===== config.mk =====
export PLATFORM = sky130hd
export DESIGN_NAME = contador_ud_param
export DESIGN_NICKNAME = d
export VERILOG_FILES = /design/src/rtl/contador_pkg.sv /design/src/rtl/contador_ud_param_edge_rise.sv /design/src/rtl/contador_ud_param.sv
export SDC_FILE = /design/constraint.sdc
export NUM_CORES = 1
export LEC_CHECK = 0
export ABC_AREA = 1
export BUFFER_PORTS_ARGS = -buffer_cell sky130_fd_sc_hd__buf_2
export CAP_MARGIN = 20
export CORE_AREA = 8 8 45 47
export DETAILED_ROUTE_END_ITERATION = 16
export DIE_AREA = 0 0 53 55
export GPL_TIMING_DRIVEN = 0
export PLACE_DENSITY = 0.57
export REMOVE_ABC_BUFFERS = 1
export SYNTH_ARGS = -nofsm -noshare
export SYNTH_HDL_FRONTEND = slang
export SYNTH_SLANG_ARGS = --single-unit

===== constraint.sdc =====
create_clock -name clk -period 2.05 [get_ports clk]
set_clock_uncertainty 0.15 [all_clocks]
set_input_delay 0.3075 -clock clk [delete_from_list [all_inputs] [get_ports clk]]
set_output_delay 0.3075 -clock clk [all_outputs]
set_load 0.005 [all_outputs]

===== src/rtl/contador_pkg.sv =====
// Shared definitions for the up/down counter: boundary-mode constants, the load
// clamp helper and the elaboration-time parameter legality check macro.
`ifndef CONTADOR_PKG_SV
`define CONTADOR_PKG_SV

// Expands to a generate block that stops elaboration on an illegal parameter set.
`define CONTADOR_CHECK_PARAMS(W, MN, MX, RV) \
  if ((W) < 1 || (W) > 16 || (MN) < 0 || (MN) >= (MX) || (MX) > (2**(W)) - 1 || \
      (RV) < (MN) || (RV) > (MX)) begin : g_illegal_params \
    $error("contador_ud_param: illegal WIDTH/MIN_VAL/MAX_VAL/RESET_VAL combination"); \
  end

package contador_pkg;

  localparam int WRAP_SAT  = 0;
  localparam int WRAP_ROLL = 1;

  // Wide enough for any legal WIDTH plus the overflow guard bit.
  localparam int CNT_EXT_W = 17;

  function automatic logic [CNT_EXT_W-1:0] clamp_range(
    input logic [CNT_EXT_W-1:0] value,
    input logic [CNT_EXT_W-1:0] min_v,
    input logic [CNT_EXT_W-1:0] max_v
  );
    if (value > max_v)
      return max_v;
    else if (value < min_v)
      return min_v;
    else
      return value;
  endfunction

endpackage

`endif


===== src/rtl/contador_ud_param_edge_rise.sv =====
// One-bit rising-edge detector: pulse is high while d is high and was low at the
// previous clock edge; the history register clears on reset.
module edge_rise (
  input  logic clk,
  input  logic reset,
  input  logic d,
  output logic pulse
);

  logic d_prev_reg;

  always_ff @(posedge clk) begin
    if (reset)
      d_prev_reg <= 1'b0;
    else
      d_prev_reg <= d;
  end

  assign pulse = d & ~d_prev_reg;

endmodule


===== src/rtl/contador_ud_param.sv =====
// Parametrised up/down counter over [MIN_VAL, MAX_VAL] with saturate or wrap bounds,
// parallel load and wrap pulse. Define CONTADOR_UD_EDGE_EN for edge-triggered up/down.
module contador_ud_param
  import contador_pkg::*;
#(
  parameter int WIDTH     = 3,
  parameter int MIN_VAL   = 0,
  parameter int MAX_VAL   = 7,
  parameter int WRAP      = 0,
  parameter int RESET_VAL = MIN_VAL
) (
  input  logic             clk,
  input  logic             reset,
  input  logic             en,
  input  logic             up,
  input  logic             down,
  input  logic             load,
  input  logic [WIDTH-1:0] load_val,
  output logic [WIDTH-1:0] count,
  output logic             at_max,
  output logic             at_min,
  output logic             wrapped
);

  `CONTADOR_CHECK_PARAMS(WIDTH, MIN_VAL, MAX_VAL, RESET_VAL)

  // One extra bit keeps MAX_VAL + 1 representable when MAX_VAL = 2^WIDTH-1.
  localparam int            EW        = WIDTH + 1;
  localparam logic [EW-1:0] MIN_EXT   = EW'(MIN_VAL);
  localparam logic [EW-1:0] MAX_EXT   = EW'(MAX_VAL);
  localparam logic [EW-1:0] RESET_EXT = EW'(RESET_VAL);
  localparam logic [EW-1:0] ONE_EXT   = EW'(1);

  logic          up_q;
  logic          down_q;
  logic          inc;
  logic          dec;
  logic [EW-1:0] count_reg;
  logic [EW-1:0] count_next;
  logic          wrapped_reg;
  logic          wrapped_next;

`ifdef CONTADOR_UD_EDGE_EN
  edge_rise u_edge_up (
    .clk   (clk),
    .reset (reset),
    .d     (up),
    .pulse (up_q)
  );

  edge_rise u_edge_down (
    .clk   (clk),
    .reset (reset),
    .d     (down),
    .pulse (down_q)
  );
`else
  assign up_q   = up;
  assign down_q = down;
`endif

  assign inc = en & up_q & ~down_q;
  assign dec = en & down_q & ~up_q;

  always_comb begin
    count_next   = count_reg;
    wrapped_next = 1'b0;
    if (load) begin
      count_next = EW'(clamp_range(CNT_EXT_W'(load_val), CNT_EXT_W'(MIN_VAL),
                                   CNT_EXT_W'(MAX_VAL)));
    end else if (inc) begin
      if (count_reg < MAX_EXT) begin
        count_next = count_reg + ONE_EXT;
      end else if (WRAP == WRAP_ROLL) begin
        count_next   = MIN_EXT;
        wrapped_next = 1'b1;
      end
    end else if (dec) begin
      if (count_reg > MIN_EXT) begin
        count_next = count_reg - ONE_EXT;
      end else if (WRAP == WRAP_ROLL) begin
        count_next   = MAX_EXT;
        wrapped_next = 1'b1;
      end
    end
  end

  always_ff @(posedge clk) begin
    if (reset) begin
      count_reg   <= RESET_EXT;
      wrapped_reg <= 1'b0;
    end else begin
      count_reg   <= count_next;
      wrapped_reg <= wrapped_next;
    end
  end

  assign count   = count_reg[WIDTH-1:0];
  assign at_max  = (count_reg == MAX_EXT);
  assign at_min  = (count_reg == MIN_EXT);
  assign wrapped = wrapped_reg;

endmodule


* After elaboration in Yosys (flattened, before gate mapping)
Cells that the tools add are included.
** Word-level totals
- Flip-flop bits (word level) :: 4
- Input bits :: 9
- Output and inout port bits :: 6
- Logic and storage cells :: 28
** Operators by class
- $add $sub $neg :: 2
- $lt $le $gt $ge :: 2
- Equal/unequal tests :: 3
- Multiplexer cells :: 5
- Bitwise gates (word level) :: 6
- Reductions and logical operators :: 8
** Operators with widths (number)
- $mux W4 :: 4
- $reduce_and A3 Y1 :: 2
- $reduce_bool A3 Y1 :: 2
- $add A4 B1 Y4 const B :: 1
- $and A1 B1 Y1 :: 4
- $eq A4 B3 Y1 const B :: 1
- $gt A4 B1 Y1 const B :: 1
- $logic_not A4 Y1 :: 1
- $lt A4 B3 Y1 const B :: 1
- $reduce_bool A2 Y1 :: 2
- $sub A4 B1 Y4 const B :: 1
- $mux W3 :: 1
- $ne A3 B2 Y1 const B :: 1
- $ne A2 B1 Y1 const B :: 1
- $not A1 Y1 :: 2
- $reduce_or A2 Y1 :: 1

* Depth between registers and ports, before layout
- Word-level depth :: 5
- Gate-level depth with buffers :: 10

* Worst setup path after synthesis
No wires, ideal clock.
- Path kind :: input to register
- From :: input down
- To :: register count_reg[3]
- Setup time :: 0.110 ns
- Arrival time :: 1.220 ns
- Setup slack :: 0.569 ns
- Cell stages on the path :: 9
- Buffers on the path :: 0
- Path through :: nand3b_4 -> ha_1 -> nand3_1 -> nand3_1 -> nand3_1 -> nand2_1 -> nand2_1 -> nand2_1 -> nor2_1
** Between the ends
- Word-level cells in the longest chain between the ends :: 4
** Ends and longest elaborated chain
- start: declaration :: RTL line contador_ud_param.sv:16 : input logic down,
- $and A1 B1 Y1 / $not A1 Y1 (equally long branches) :: RTL line contador_ud_param.sv:63, contador_ud_param.sv:62
- $and A1 B1 Y1 (on tied branches) :: RTL line contador_ud_param.sv:63, contador_ud_param.sv:62
- $reduce_bool A2 Y1 (no line) / $ne A2 B1 Y1 (equally long branches)
- $reduce_and A3 Y1 (no line)
- end signal: assignment :: RTL line contador_ud_param.sv:93 : count_reg <= count_next;
- end: declaration :: RTL line contador_ud_param.sv:38 : logic [EW-1:0] count_reg;
Parallel ways exist; a longest one is shown, timed or not.
A chain may end at the register's enable or synchronous reset.

* Worst setup path in the final report
- From :: register count_reg[1]
- To :: output at_min
** Between the ends
- Word-level cells in the longest chain between the ends :: 1
** Ends and longest elaborated chain
- $logic_not A4 Y1 :: RTL line contador_ud_param.sv:100 : assign at_min = (count_reg == MIN_EXT);
- end: declaration :: RTL line contador_ud_param.sv:21 : output logic at_min,
No other way between the ends.

==> impl_metrics.csv <==
group,metric,value,unit
run_status,outcome,"completed",
worst_setup_path,startpoint_type,"flip-flop",
timing,finalHoldViolations,0,
drt,routed_wire_length_per_instance,9.85,um
logic_synthesis,synthTopCellsByCount,"nand2_1, nor2_1, inv_1",
place,numPortBuffers,13,
hold_path,hold_path_end,"count_reg[0]$_SDFFE_PP0P_",
logic_synthesis,synthesis.instances,83,
worst_setup_path,worst-endpoint-arrival,1.08,ns
global_routing,globalRouteOverflowTotal,0,
logic_synthesis,synth_edf_count,0,
power_and_ir_drop,static-leakage-power,0.000329,uW
floorplanning,num_io_pins,15,
logic_synthesis,synth_compound_area_frac,0.0513,
place,dpl_cell_area,536,um2
cts,clock_sink_count,4,
logic_synthesis,synth_xor_area_frac,0,
finish,area_of_combinational_cells_with_multiple_inputs,324,um2
logic_synthesis,most_used_flip_flop_cell_after_synthesis,"dfxtp_1",
finish,fillers,162,
power_and_ir_drop,clk_network_pwr_share,0.286,
worst_setup_path,crit_path_max_fanout,6,
cts,htree_depth,1,
worst_setup_path,reg2reg_slack,0.58,ns
cts,clk_latency,0.23,ns
logic_synthesis,synth-async-reset-ratio,0,
finish,final_cell_area,558,um2
worst_setup_path,reg2reg_from,"count_reg[0]$_SDFFE_PP0P_",
finish,final_net_count,108,
timing,final.setup.tns,0,ns
drt,drt_iter0_drc,7,
timing,drv_slew,0,
logic_synthesis,ys_seq_area_frac,0.164,
floorplanning,rows,14,
logic_synthesis,yosys_warnings,0,
floorplanning,core_area,1380,um2
worst_setup_path,timing.critical_path.required,1.59,ns
finish,sequential_cell_area,80.1,um2
logic_synthesis,yosysMostFrequentCell,"nand2_1",
power_and_ir_drop,power.switching_fraction,0.376,
cts,cts_hold_buf,0,
global_routing,grt_pass1_wl,2.06,mm
cts,cts-buffers-inserted,3,
global_routing,grt_pass1_vias,530,
hold_path,worst_hold_path_type,"input port to flip-flop",
drt,vias,484,
hold_path,hold_path_startpoint,"reset",
logic_synthesis,yosys.area.top_type,"nand2_1",
logic_synthesis,synth_top_family_by_area,"simple AND/OR/NAND/NOR gates",
global_routing,grt_usage,0.0941,
cts,clk_root_buffer_cell,"clkbuf_4",
cts,tritoncts,"done",
global_routing,maximum_number_of_pins_on_one_net_before_global_route_repair,9,
power_and_ir_drop,cellInternalPower,213,uW
job,maxCapViolCount,0,
cts,clk_pin_slew_worst_paths,0.04,ns
place,place.gp.congestion,0.759,
logic_synthesis,ys_top_cells_by_area,"nand2_1, dfxtp_1, buf_4",
drt,drcViolationCount,0,
finish,layout_utilization,0.403,
floorplanning,die_area,2920,um2
floorplanning,die_height,55,um
finish,num_antenna_cells,0,
logic_synthesis,syn-mean-instance-area,5.88,um2
finish,post_route_cells_drive_above_1_share,0.266,
logic_synthesis,synth.lib_cells_used.distinct,20,
cts,cts-root-to-sink-buffers,2,
drt,viasPerCell,4.40,
power_and_ir_drop,pwr_density_cell,610,nW/um2
power_and_ir_drop,power_frac_comb,0.409,
timing,timing.final.crit_period,1.54,ns
drt,ant_nets,0,
worst_setup_path,worst-r2r-cell-count,6,
logic_synthesis,syn-cell-area,488,um2
power_and_ir_drop,ir_drop,0.251,mV
logic_synthesis,postSynthRegisterBits,4,
cts,cts_resized,0,
logic_synthesis,yosys.area_share.simple,0.513,
floorplanning,initial_core_util,0.353,
worst_setup_path,rr_endpoint,"count_reg[2]$_SDFFE_PP0P_",
drt,detail_route.first_pass.iterations,4,
timing,report.final.setup_viol,0,
timing,timing.final.crit_share,0.749,
hold_path,min_path_cells,4,
floorplanning,die_width,53,um
place,dpl.hpwl,932,um
drt,finalWirelength,1.08,mm
timing,rsz0062_at_grt,"no",
power_and_ir_drop,proportion_of_power_drawn_by_flip_flops_and_latches,0.305,
global_routing,antenna_found_initial,0,
cts,post-cts-setup-buffers,0,
logic_synthesis,synthMuxAreaShare,0,
logic_synthesis,netlist.area_leader.share,0.231,
timing,maxClockFrequency,651,MHz
logic_synthesis,yosys.area_share.adder,0.0923,
finish,largest_reg_flops,4,
worst_setup_path,critical_path.endpoint_type,"primary output",
worst_setup_path,critPathKind,"flip-flop to primary output",
finish,syn_to_final_growth,14.4,%
power_and_ir_drop,net_switching_power_of_the_design,128,uW
==> through the flow <==
step	worst slack (ns)	instances	power, uW	hold WS [ns]
final	0.514	110	340	0.217
after CTS	0.506	110	349	0.215
after detailed placement	0.299	107	246	0.462
after floorplan	0.567	78	199	0.296
after global placement	0.332	107	243	0.461
after global routing	0.412	110	380	0.236
==> cell families (layout without fill, tap and decap cells) <==
logic type      Yosys count  after routing
simple gates             53             53
buf+inv                  17             28
compound gates            5              5
flops                     4              4
fa+ha+maj                 3              3
other cells               1              1
==> worst max path at each step <==
stage                                   start                   endpoint  slack, ns  depth (start not counted)
floorplan                                down  count_reg[3]$_SDFFE_PP0P_       0.57                          9
global placement                         down  count_reg[3]$_SDFFE_PP0P_       0.33                         10
detailed placement                       down  count_reg[3]$_SDFFE_PP0P_       0.30                         11
CTS                 count_reg[1]$_SDFFE_PP0P_                     at_min       0.51                          4
global route        count_reg[0]$_SDFFE_PP0P_                     at_max       0.41                          3
finish              count_reg[1]$_SDFFE_PP0P_                     at_min       0.51                          4
==> per-layer routing <==
metal,vias up,GRT usage,wire [um]
li1,270,-,-
met1,205,0.0885,468
met2,9,0.172,538
met3,0,0.0374,76
met4,0,0.0517,0
met5,-,0,0
==> critical path, cell delays in order, from the launching register on <==
cell and delay (ns):
dfxtp_1 0.45, inv_1 0.09, nand3_1 0.12, inv_1 0.07, buf_2 0.13
==> layout make-up <==
| type | count | share of cell area |
|---|---|---|
| clock buffers | 3 | 0.0404 |
| inverters | 12 | 0.0830 |
| repair buffers | 13 | 0.117 |
| multi-input cells | 62 | 0.581 |
| well taps | 16 | 0.0359 |
| flip-flops and latches | 4 | 0.143 |
==> placed cells by master, fill, tap and decap left out <==
cell / n
nand2_1: 30
buf_2: 13
nor2_1: 10
inv_1: 9
nand3_1: 4
dfxtp_1: 4
o21ai_0: 3
nand2_2: 3
clkbuf_4: 3
a21oi_1: 2
nor2_2: 2
ha_1: 2
nand3b_4: 1
clkinv_1: 1
nand4_1: 1
nand3_4: 1
clkinv_2: 1
inv_2: 1
nor3_1: 1
fa_1: 1
conb_1: 1
==> power by group through the flow <==
| stage | clock network, uW | logic (uW) | registers (uW) |
|---|---|---|---|
| 2_1_floorplan | 0 | 97.0 | 102 |
| 3_3_place_gp | 0 | 138 | 105 |
| 3_5_place_dp | 0 | 141 | 105 |
| 4_1_cts | 103 | 142 | 104 |
| 5_1_grt | 108 | 165 | 106 |
| 6_report | 97.5 | 139 | 104 |
Note: power is estimated with default switching activity, not from simulation.
